### src/rtl/pipe_pkg.sv
// Shared encodings for the execute stage: ALU opcodes, forwarding selects and
// the sequential-multiplier state encoding.
package pipe_pkg;

  localparam logic [3:0] ALU_AND = 4'b0000;
  localparam logic [3:0] ALU_OR  = 4'b0001;
  localparam logic [3:0] ALU_ADD = 4'b0010;
  localparam logic [3:0] ALU_XOR = 4'b0011;
  localparam logic [3:0] ALU_NOR = 4'b0100;
  localparam logic [3:0] ALU_SUB = 4'b0110;
  localparam logic [3:0] ALU_SLT = 4'b0111;
  localparam logic [3:0] ALU_SLL = 4'b1000;
  localparam logic [3:0] ALU_SRL = 4'b1001;
  localparam logic [3:0] ALU_SRA = 4'b1010;
  localparam logic [3:0] ALU_MUL = 4'b1100;

  localparam logic [1:0] FWD_REG = 2'b00;
  localparam logic [1:0] FWD_WB  = 2'b01;
  localparam logic [1:0] FWD_MEM = 2'b10;

  typedef enum logic [1:0] {
    ST_IDLE = 2'd0,
    ST_BUSY = 2'd1,
    ST_DONE = 2'd2
  } mul_state_e;

endpackage

### src/rtl/ex_stage_if.sv
// Execute-stage bus: E-side control/data from ID/EX, forwarding inputs,
// and the M-side outputs of the EX/MEM register plus hazard signals.
interface ex_stage_if #(
  parameter int DATA_W = 32
);
  logic              RegWriteE;
  logic              MemtoRegE;
  logic              MemWriteE;
  logic              ALUSrcE;
  logic              RegDstE;
  logic [3:0]        ALUControlE;
  logic [DATA_W-1:0] RegOut1E;
  logic [DATA_W-1:0] RegOut2E;
  logic [4:0]        RtE;
  logic [4:0]        RdE;
  logic [DATA_W-1:0] ExtendImmE;
  logic [1:0]        ForwardAE;
  logic [1:0]        ForwardBE;
  logic [DATA_W-1:0] ResultW;

  logic              StallE;
  logic              RegWriteM;
  logic              MemtoRegM;
  logic              MemWriteM;
  logic [DATA_W-1:0] ALUOutM;
  logic [DATA_W-1:0] WriteDataM;
  logic [4:0]        WriteRegM;
  logic [4:0]        WriteRegE;

  modport master (
    output RegWriteE, MemtoRegE, MemWriteE, ALUSrcE, RegDstE, ALUControlE,
           RegOut1E, RegOut2E, RtE, RdE, ExtendImmE, ForwardAE, ForwardBE, ResultW,
    input  StallE, RegWriteM, MemtoRegM, MemWriteM, ALUOutM, WriteDataM,
           WriteRegM, WriteRegE
  );

  modport slave (
    input  RegWriteE, MemtoRegE, MemWriteE, ALUSrcE, RegDstE, ALUControlE,
           RegOut1E, RegOut2E, RtE, RdE, ExtendImmE, ForwardAE, ForwardBE, ResultW,
    output StallE, RegWriteM, MemtoRegM, MemWriteM, ALUOutM, WriteDataM,
           WriteRegM, WriteRegE
  );
endinterface

### src/rtl/ex_stage_seq_multiplier.sv
// Iterative shift-add multiplier (IDLE/BUSY/DONE), retiring MUL_BITS
// multiplier bits per BUSY cycle. Only built when EX_MUL_EN is defined.
`ifdef EX_MUL_EN
module seq_multiplier
  import pipe_pkg::*;
#(
  parameter int DATA_W   = 32,
  parameter int MUL_BITS = 1
) (
  input  logic              clk,
  input  logic              rst_n,
  input  logic              start_i,
  input  logic [DATA_W-1:0] a_i,
  input  logic [DATA_W-1:0] b_i,
  input  logic [4:0]        tag_i,
  output logic              stall_o,
  output logic              done_o,
  output logic [DATA_W-1:0] product_o,
  output logic [4:0]        tag_o
);
  localparam int STEPS = DATA_W / MUL_BITS;
  localparam int CNT_W = (STEPS > 1) ? $clog2(STEPS) : 1;

  mul_state_e        state_q;
  logic [CNT_W-1:0]  count_q;
  logic [DATA_W-1:0] acc_q;
  logic [DATA_W-1:0] mcand_q;
  logic [DATA_W-1:0] mplier_q;
  logic [4:0]        tag_q;
  logic [DATA_W-1:0] partial;

  always_comb begin
    partial = '0;
    for (int j = 0; j < MUL_BITS; j++) begin
      if (mplier_q[j]) partial = partial + (mcand_q << j);
    end
  end

  // NOTE: sequential state uses non-blocking assignments so every register
  // samples pre-edge values regardless of statement order.
  always_ff @(posedge clk or negedge rst_n) begin
    if (!rst_n) begin
      state_q  <= ST_IDLE;
      count_q  <= '0;
      acc_q    <= '0;
      mcand_q  <= '0;
      mplier_q <= '0;
      tag_q    <= '0;
    end else begin
      case (state_q)
        ST_IDLE: begin
          if (start_i) begin
            mcand_q  <= a_i;
            mplier_q <= b_i;
            tag_q    <= tag_i;
            acc_q    <= '0;
            count_q  <= '0;
            state_q  <= ST_BUSY;
          end
        end
        ST_BUSY: begin
          acc_q    <= acc_q + partial;
          mcand_q  <= mcand_q << MUL_BITS;
          mplier_q <= mplier_q >> MUL_BITS;
          if (count_q == CNT_W'(STEPS - 1)) state_q <= ST_DONE;
          else                              count_q <= count_q + CNT_W'(1);
        end
        // The MUL still held upstream is consumed here and does not restart.
        ST_DONE: state_q <= ST_IDLE;
        default: state_q <= ST_IDLE;
      endcase
    end
  end

  // Stall drops the moment reset asserts, even if a MUL code is still presented.
  assign stall_o   = rst_n & (((state_q == ST_IDLE) & start_i) | (state_q == ST_BUSY));
  assign done_o    = (state_q == ST_DONE);
  assign product_o = acc_q;
  assign tag_o     = tag_q;

endmodule
`endif

### src/rtl/ex_stage.sv
// Execute stage: forwarding muxes, ALU and the EX/MEM pipeline register.
// Define EX_MUL_EN to build the multi-cycle multiplier and StallE logic.
module ex_stage
  import pipe_pkg::*;
#(
  parameter int DATA_W   = 32,
  parameter int MUL_BITS = 1
) (
  input  logic     clk,
  input  logic     rst_n,
  ex_stage_if.slave bus
);
  logic [DATA_W-1:0] src_a, fwd_b, src_b, alu_y;
  logic [4:0]        shamt;

  logic              reg_write_q, reg_write_d;
  logic              mem_to_reg_q, mem_to_reg_d;
  logic              mem_write_q, mem_write_d;
  logic [DATA_W-1:0] alu_out_q, alu_out_d;
  logic [DATA_W-1:0] write_data_q, write_data_d;
  logic [4:0]        write_reg_q, write_reg_d;

  function automatic logic [DATA_W-1:0] fwd_sel(input logic [1:0] sel,
                                                input logic [DATA_W-1:0] reg_v,
                                                input logic [DATA_W-1:0] wb_v,
                                                input logic [DATA_W-1:0] mem_v);
    case (sel)
      FWD_WB:  return wb_v;
      FWD_MEM: return mem_v;
      default: return reg_v;
    endcase
  endfunction

  assign src_a         = fwd_sel(bus.ForwardAE, bus.RegOut1E, bus.ResultW, alu_out_q);
  assign fwd_b         = fwd_sel(bus.ForwardBE, bus.RegOut2E, bus.ResultW, alu_out_q);
  assign src_b         = bus.ALUSrcE ? bus.ExtendImmE : fwd_b;
  assign shamt         = bus.ExtendImmE[10:6];
  assign bus.WriteRegE = bus.RegDstE ? bus.RdE : bus.RtE;

  // MUL is not an ALU op: it falls to the default (0) in either build.
  always_comb begin
    case (bus.ALUControlE)
      ALU_AND: alu_y = src_a & src_b;
      ALU_OR:  alu_y = src_a | src_b;
      ALU_ADD: alu_y = src_a + src_b;
      ALU_XOR: alu_y = src_a ^ src_b;
      ALU_NOR: alu_y = ~(src_a | src_b);
      ALU_SUB: alu_y = src_a - src_b;
      ALU_SLT: alu_y = ($signed(src_a) < $signed(src_b)) ? DATA_W'(1) : '0;
      ALU_SLL: alu_y = src_b << shamt;
      ALU_SRL: alu_y = src_b >> shamt;
      ALU_SRA: alu_y = $signed(src_b) >>> shamt;
      default: alu_y = '0;
    endcase
  end

`ifdef EX_MUL_EN
  logic              mul_stall, mul_done;
  logic [DATA_W-1:0] mul_product;
  logic [4:0]        mul_wreg;

  seq_multiplier #(
    .DATA_W   (DATA_W),
    .MUL_BITS (MUL_BITS)
  ) u_mul (
    .clk       (clk),
    .rst_n     (rst_n),
    .start_i   (bus.ALUControlE == ALU_MUL),
    .a_i       (src_a),
    .b_i       (src_b),
    .tag_i     (bus.WriteRegE),
    .stall_o   (mul_stall),
    .done_o    (mul_done),
    .product_o (mul_product),
    .tag_o     (mul_wreg)
  );

  assign bus.StallE = mul_stall;
`else
  assign bus.StallE = 1'b0;
`endif

  // NOTE: every always_comb output gets a default first, so no path can
  // leave a value unassigned and infer a latch.
  always_comb begin
    reg_write_d  = bus.RegWriteE;
    mem_to_reg_d = bus.MemtoRegE;
    mem_write_d  = bus.MemWriteE;
    alu_out_d    = alu_y;
    write_data_d = fwd_b;
    write_reg_d  = bus.WriteRegE;
`ifdef EX_MUL_EN
    if (mul_stall) begin
      reg_write_d  = 1'b0;
      mem_to_reg_d = 1'b0;
      mem_write_d  = 1'b0;
      alu_out_d    = '0;
      write_data_d = '0;
      write_reg_d  = '0;
    end else if (mul_done) begin
      alu_out_d   = mul_product;
      write_reg_d = mul_wreg;
    end
`endif
  end

  always_ff @(posedge clk or negedge rst_n) begin
    if (!rst_n) begin
      reg_write_q  <= 1'b0;
      mem_to_reg_q <= 1'b0;
      mem_write_q  <= 1'b0;
      alu_out_q    <= '0;
      write_data_q <= '0;
      write_reg_q  <= '0;
    end else begin
      reg_write_q  <= reg_write_d;
      mem_to_reg_q <= mem_to_reg_d;
      mem_write_q  <= mem_write_d;
      alu_out_q    <= alu_out_d;
      write_data_q <= write_data_d;
      write_reg_q  <= write_reg_d;
    end
  end

  assign bus.RegWriteM  = reg_write_q;
  assign bus.MemtoRegM  = mem_to_reg_q;
  assign bus.MemWriteM  = mem_write_q;
  assign bus.ALUOutM    = alu_out_q;
  assign bus.WriteDataM = write_data_q;
  assign bus.WriteRegM  = write_reg_q;

endmodule

### src/flat_wrapper.sv
// flat-port wrapper written by rule: the top's interface ports become plain ports
module ex_stage_flat import pipe_pkg::*;
#(
  parameter int DATA_W   = 32,
  parameter int MUL_BITS = 1
)
  (clk, rst_n, bus_RegWriteE, bus_MemtoRegE, bus_MemWriteE, bus_ALUSrcE, bus_RegDstE, bus_ALUControlE, bus_RegOut1E, bus_RegOut2E, bus_RtE, bus_RdE, bus_ExtendImmE, bus_ForwardAE, bus_ForwardBE, bus_ResultW, bus_StallE, bus_RegWriteM, bus_MemtoRegM, bus_MemWriteM, bus_ALUOutM, bus_WriteDataM, bus_WriteRegM, bus_WriteRegE);
  ex_stage_if #(.DATA_W(DATA_W)) bus_i ();
  input  logic clk;
  input  logic rst_n;
  input wire logic [$bits(bus_i.RegWriteE)-1:0] bus_RegWriteE;
  input wire logic [$bits(bus_i.MemtoRegE)-1:0] bus_MemtoRegE;
  input wire logic [$bits(bus_i.MemWriteE)-1:0] bus_MemWriteE;
  input wire logic [$bits(bus_i.ALUSrcE)-1:0] bus_ALUSrcE;
  input wire logic [$bits(bus_i.RegDstE)-1:0] bus_RegDstE;
  input wire logic [$bits(bus_i.ALUControlE)-1:0] bus_ALUControlE;
  input wire logic [$bits(bus_i.RegOut1E)-1:0] bus_RegOut1E;
  input wire logic [$bits(bus_i.RegOut2E)-1:0] bus_RegOut2E;
  input wire logic [$bits(bus_i.RtE)-1:0] bus_RtE;
  input wire logic [$bits(bus_i.RdE)-1:0] bus_RdE;
  input wire logic [$bits(bus_i.ExtendImmE)-1:0] bus_ExtendImmE;
  input wire logic [$bits(bus_i.ForwardAE)-1:0] bus_ForwardAE;
  input wire logic [$bits(bus_i.ForwardBE)-1:0] bus_ForwardBE;
  input wire logic [$bits(bus_i.ResultW)-1:0] bus_ResultW;
  output wire logic [$bits(bus_i.StallE)-1:0] bus_StallE;
  output wire logic [$bits(bus_i.RegWriteM)-1:0] bus_RegWriteM;
  output wire logic [$bits(bus_i.MemtoRegM)-1:0] bus_MemtoRegM;
  output wire logic [$bits(bus_i.MemWriteM)-1:0] bus_MemWriteM;
  output wire logic [$bits(bus_i.ALUOutM)-1:0] bus_ALUOutM;
  output wire logic [$bits(bus_i.WriteDataM)-1:0] bus_WriteDataM;
  output wire logic [$bits(bus_i.WriteRegM)-1:0] bus_WriteRegM;
  output wire logic [$bits(bus_i.WriteRegE)-1:0] bus_WriteRegE;
  assign bus_i.RegWriteE = bus_RegWriteE;
  assign bus_i.MemtoRegE = bus_MemtoRegE;
  assign bus_i.MemWriteE = bus_MemWriteE;
  assign bus_i.ALUSrcE = bus_ALUSrcE;
  assign bus_i.RegDstE = bus_RegDstE;
  assign bus_i.ALUControlE = bus_ALUControlE;
  assign bus_i.RegOut1E = bus_RegOut1E;
  assign bus_i.RegOut2E = bus_RegOut2E;
  assign bus_i.RtE = bus_RtE;
  assign bus_i.RdE = bus_RdE;
  assign bus_i.ExtendImmE = bus_ExtendImmE;
  assign bus_i.ForwardAE = bus_ForwardAE;
  assign bus_i.ForwardBE = bus_ForwardBE;
  assign bus_i.ResultW = bus_ResultW;
  assign bus_StallE = bus_i.StallE;
  assign bus_RegWriteM = bus_i.RegWriteM;
  assign bus_MemtoRegM = bus_i.MemtoRegM;
  assign bus_MemWriteM = bus_i.MemWriteM;
  assign bus_ALUOutM = bus_i.ALUOutM;
  assign bus_WriteDataM = bus_i.WriteDataM;
  assign bus_WriteRegM = bus_i.WriteRegM;
  assign bus_WriteRegE = bus_i.WriteRegE;
  ex_stage #(.DATA_W(DATA_W), .MUL_BITS(MUL_BITS)) u_core (.clk(clk), .rst_n(rst_n), .bus(bus_i));
endmodule
### config.mk
export PLATFORM = sky130hd
export DESIGN_NAME = ex_stage_flat
export DESIGN_NICKNAME = d
export VERILOG_FILES = /design/src/rtl/pipe_pkg.sv /design/src/rtl/ex_stage_if.sv /design/src/rtl/ex_stage_seq_multiplier.sv /design/src/rtl/ex_stage.sv /design/src/flat_wrapper.sv
export SDC_FILE = /design/constraint.sdc
export NUM_CORES = 1
export LEC_CHECK = 0
export ABC_AREA = 1
export CORE_AREA = 2 2 155 157
export CTS_CLUSTER_SIZE = 28
export DETAILED_ROUTE_END_ITERATION = 12
export DIE_AREA = 0 0 157 159
export DONT_BUFFER_PORTS = 1
export HOLD_SLACK_MARGIN = 0.05
export PLACE_DENSITY = 0.74
export SETUP_SLACK_MARGIN = 0.5
export SYNTH_ARGS = -nofsm -noshare
export SYNTH_HDL_FRONTEND = slang
export SYNTH_SLANG_ARGS = --single-unit
### constraint.sdc
create_clock -name clk -period 3.35 [get_ports clk]
set_input_delay 0.67 -clock clk [delete_from_list [all_inputs] [get_ports clk]]
set_output_delay 0.67 -clock clk [all_outputs]
set_load 0.01 [all_outputs]
==> reports/results.ini, run 1 <==
[synth]
ys_ff_latch = 72
synth-edff-count = 0
syn-instance-count = 2460
syn_area_mm2 = 0.0137
synth_nets = 2715
yosysTopAreaCell = nand3_1
synth_top_area_share = 0.197
yosysSeqAreaShare = 0.131
synthFlopType = dfrtp_1
synth.area.top_cells = nand3_1 (20%), nand2_1 (18%), dfrtp_1 (13%)
synth.distinct_cells = 54
avgSynthCellArea_um2 = 5.57
yosysWarnings = 0
synth-async-reset-ratio = 1.00

[clock_tree]
cts_buffers = 9
cts_root_buf = clkbuf_16
clock_sinks = 72
h-tree-depth = 3
clock_path_buffers = 2

[placement]
portBuffers = 0
gp_congestion = 1.20
pre_cts_ws_ns = -0.918
hpwl_mm = 62.3
place_inst = 3122

[status]
lastStage = global routing (5_1_grt)
outcome = aborted with a tool error
firstError = [ERROR GRT-0116] Global routing finished with congestion. Check the congestion regions in the DRC Viewer.

[die]
die_w_um = 157
io_pins = 231
core.rowCount = 56
die_y_um = 159
start_util = 0.591

[global_routing]
grt_pass1_vias = 26200
grt_remaining_overflow = 248
grt_pass1_wl_mm = 170
track_usage = 0.885
grt_max_degree = 73

-- metrics by stage --
stage	setup TNS (ns)	instance area, um^2
global placement	-15.64	17400
CTS	0	20400
detailed placement	-17.30	17400
floorplan	0	14100
-- synthesized netlist by cell type (4+ instances only) --
cell / number
o21bai_1: 8
a21o_1: 4
buf_4: 6
and2_1: 4
nand2_1: 666
buf_1: 18
nand3_1: 541
nand3b_1: 5
a221o_1: 31
buf_6: 4
buf_2: 44
inv_1: 278
nor2_2: 6
nor2_1: 192
a31oi_1: 4
mux2_2: 5
clkbuf_1: 47
nand4_1: 27
o21ai_1: 13
o22ai_1: 22
nand3_2: 24
inv_2: 9
xor2_1: 4
o2111ai_1: 4
o21ai_0: 113
a221oi_1: 21
a21oi_1: 106
nor3_1: 21
or2_1: 21
dfrtp_1: 72
ha_1: 100
-- repair_timing --
| action | in CTS |
|---|---|
| cloned | 5 |
| hold buffers | 1 |
| setup endpoints to repair | 32 |
| pin swaps | 146 |
| resized for setup | 534 |
| endpoints found under the hold margin | 72 |
| buffers inserted | 83 |
-- metal layers --
metal,global-route usage,GRT overflow
met5,0.597,1
met1,0.890,12
met4,0.845,76
met2,0.977,137
met3,0.816,22
-- logic make-up after synthesis --
logic type / after synthesis / share of synthesized area
AO/OA/AOI/OAI: 345 / 0.153
XOR/XNOR: 4 / 0.00255
adder cells (fa/ha/maj): 102 / 0.0942
buffers and inverters: 411 / 0.121
flip-flops: 72 / 0.131
multiplexers: 5 / 0.00411
other: 1 / 0.000273
AND/OR/NAND/NOR: 1520 / 0.494
==> inputs of run 2 (changes only) <==
Settings changed: CORE_AREA 2 2 155 157 to 2 2 189 191, CTS_CLUSTER_SIZE 28 to unset, DIE_AREA 0 0 157 159 to 0 0 191 193, HOLD_SLACK_MARGIN 0.05 to unset, PLACE_DENSITY 0.74 to unset, PLACE_DENSITY_LB_ADDON set to 0.15, SETUP_SLACK_MARGIN 0.5 to unset.
==> run 2 against run 1 <==
Net effect:
- the flow now finishes, with violations (setup timing)
- synthesized area stayed put
- synthesized cell count unchanged
==> reports/results.ini, run 2 <==
[placement]
pre_cts_ws_ns = -0.963  ; was -0.918 ns
dpl-instance-area_mm2 = 0.0180  ; was 0.0174 mm^2
gp_congestion = 1.10  ; was 1.20
hpwl_mm = 70.1  ; was 62.3 mm
portBuffers = 0  ; unchanged

[clock_tree]
clk_latency_ns = 0.36
clock_sinks = 72  ; unchanged
path_clk_slew_ns = 0.07
cts_tree = built
clock_path_buffers = 2  ; unchanged
h-tree-depth = 3  ; unchanged
cts_buffers = 9  ; unchanged
cts_root_buf = clkbuf_16  ; unchanged

[global_routing]
grt_remaining_overflow = 0
grt_pass1_wl_mm = 120
grt_max_degree = 66
grt_pass1_vias = 18600
antenna_found_initial = 2
track_usage = 0.447

[synth]
synthFlopType = dfrtp_1  ; unchanged
yosysSeqAreaShare = 0.131  ; unchanged
synth_nets = 2715  ; unchanged
syn_area_mm2 = 0.0137  ; unchanged
synth_top_area_share = 0.197  ; unchanged
synthAdderAreaFrac = 0.0942  ; unchanged
synth_xor_area_frac = 0.00255  ; unchanged
yosysMostFrequentCell = nand2_1  ; unchanged
synth_top_family_by_area = simple AND/OR/NAND/NOR gates  ; unchanged
yosys-top-cells-count = nand2_1 (666), nand3_1 (541), inv_1 (278)  ; unchanged
muxShareOfSynthArea = 0.00411  ; unchanged
yosysWarnings = 0  ; unchanged
synth-async-reset-ratio = 1.00  ; unchanged
syn-instance-count = 2460  ; unchanged
ys_ff_latch = 72  ; unchanged
avgSynthCellArea_um2 = 5.57  ; unchanged
synth.area.top_cells = nand3_1 (20%), nand2_1 (18%), dfrtp_1 (13%)  ; unchanged
synth.distinct_cells = 54  ; unchanged
synth-compound-area-share = 0.153  ; unchanged
yosysTopAreaCell = nand3_1  ; unchanged
synthSimpleGateAreaFrac = 0.494  ; unchanged
synth-edff-count = 0  ; unchanged

[critical_path]
required_ns = 3.54
crit_chain = inv_8, ha_4, inv_8, buf_12, buf_12, nand3_4, nand3_4, nand2_4, inv_4, ha_4, buf_6, nand2_4, nor2_4, buf_6, and2_4, nand4_1, nand3_1, nand2_1, nand3_1, nand2_1, nor2_2, nand4_1
path_buf_inv = 7
critPathCaptureType = register
reg2regPathDepth = 21
startpoint_type = input pin
crit_slowest_cell = ha_4
crit_arrival_ns = 3.59
r2r_slack_ns = -0.03
slowest_delay_ns = 0.30
regToRegStartpoint = u_core.bus.ALUOutM[0]
critical-path-top-delay-family = simple AND/OR/NAND/NOR gates
crit_fanout = 7
regToRegEndpoint = u_core.bus.ALUOutM[6]
crit_type = input pin to register

[hold_path]
hold_class = input pin to asynchronous set/reset pin

[timing]
hold_violations = 0
post-route-period-util = 1.02
hold_slack_ns = 0.00877
finalWorstSetupSlack_ns = -0.0529
tightest_slew_ns = 0.776
max_freq_mhz = 294
rsz0062_at_grt = true
drv_slew = 0
slew_headroom = 0.482
skew_ns = 0.0161
setup_violations = 4
min_period_ns = 3.40

[final_layout]
nNetsFinal = 3234
num_antenna_cells = 0
syn2layout_area_growth_pct = 55.3
final_cell_mix = buf_4 (578), nand2_1 (577), nand3_1 (485), inv_1 (227), nor2_1 (123)
layout-drive-gt1-share = 0.367
stdcell_area_mm2 = 0.0213
final_core_utilization = 0.609
layout_commonest_cell = buf_4
fill_cells = 3424

[routing]
dr.pass1.iters = 7
ant_nets = 0
via_per_inst = 6.02
vias = 20800
drc = 0
drt_iter0_drc = 2629
wire_per_inst_um = 25.6
wirelength_mm = 88.2

[die]
die_y_um = 193  ; was 159 um
io_pins = 231  ; unchanged
dieArea_mm2 = 0.0369
core.rowCount = 69  ; was 56
start_util = 0.392  ; was 0.591
die_w_um = 191  ; was 157 um
fp.coreArea_mm2 = 0.0350

[power]
power_leakage_nw = 10.7
ir_drop_uv = 282
p_per_area_mw_per_mm2 = 405
total_power_mw = 8.63

[flow_run]
maxCapViolations = 0

[status]
outcome = finished, violations left  ; was aborted with a tool error
violations = setup timing

## run 2: cell counts after synthesis
No cell type changed its count.
## run 2: worst max path at each step
stage	start	end	cells past startpoint
global placement	bus_ForwardBE[0]	u_core.bus.ALUOutM[20]	22
finish	bus_ForwardBE[0]	u_core.bus.ALUOutM[20]	22
global route	bus_ForwardBE[0]	u_core.bus.ALUOutM[30]	22
floorplan	bus_ForwardBE[0]	u_core.bus.ALUOutM[26]	26
CTS	bus_ForwardBE[0]	u_core.bus.ALUOutM[20]	22
detailed placement	bus_ForwardAE[0]	u_core.bus.ALUOutM[17]	21
## run 2: final cells by class
type | count | area [um^2] | share of cell area
multi-input combinational | 1977 | 12400 | 0.581
timing repair buffer | 629 | 5120 | 0.240
sequential | 72 | 1800 | 0.0846
inverter | 290 | 1130 | 0.0530
tap | 461 | 577 | 0.0271
clock buffer | 9 | 225 | 0.0106
clock inverter | 7 | 61.3 | 0.00288
## run 2: through the flow
stage	std cells	setup TNS, ns
final	3445	-0.115
after global routing	3445	-0.837
after global placement	3348	-21.98
after detailed placement	3348	-23.33
after CTS	3384	-0.466
after floorplan	2460	0
## run 2: power breakdown
group / leakage, nW / switching [mW] / internal (mW) / total (mW)
Sequential: 0.892 / 0.238 / 0.995 / 1.23
Clock: 0.135 / 0.488 / 0.517 / 1.00
Combinational: 9.68 / 3.62 / 2.78 / 6.39
Total: 10.7 / 4.34 / 4.29 / 8.63
## run 2: what timing repair did
| action | in CTS | in global routing |
|---|---|---|
| hold buffers | 2 | 3 |
| setup endpoints to repair | 32 | 31 |
| pin swaps | 37 | 157 |
| resized for setup | 254 | 372 |
| buffers inserted | 16 | 54 |
| gates cloned | 2 | 4 |
| hold endpoints to repair | 10 | 6 |
## run 2: layer usage
layer / routed length (um) / track usage
met1: 34600 / 0.583
met2: 36800 / 0.668
met3: 11000 / 0.123
met4: 5780 / 0.244
met5: 0 / 0
## run 2: worst register-to-register path: stages, from the launching register on
cell      delay [ns]
dfrtp_1         0.65
nand2_1         0.14
nand2_1         0.12
nand2_2         0.06
nand3_2         0.07
nand2_2         0.07
inv_2           0.10
ha_4            0.18
inv_2           0.07
fa_2            0.38
nand2_2         0.08
nand2_2         0.08
nand3_1         0.09
nand2_2         0.09
buf_4           0.15
o21ai_2         0.14
o211ai_1        0.16
nor2_2          0.21
buf_4           0.15
o21ai_1         0.06
nor2_1          0.10
nand2_1         0.09
## run 2: cells by family (layout without fill, tap and decap cells)
family,Yosys count,in the layout
other,1,1
flip-flops,72,72
multiplexers,5,5
XOR/XNOR,4,4
adder cells (fa/ha/maj),102,102
buffers and inverters,411,935
AND/OR/NAND/NOR,1520,1520
AO/OA/AOI/OAI,345,345
Power figures use the tool's default switching activity.
==> inputs of run 3 (changes only) <==
Settings changed: CTS_BUF_LIST set to sky130_fd_sc_hd__clkbuf_8 sky130_fd_sc_hd__clkbuf_16, CTS_CLUSTER_DIAMETER set to 50.
==> results of run 3 <==
Final layout, timing and power as in run 2 (identical DEF).
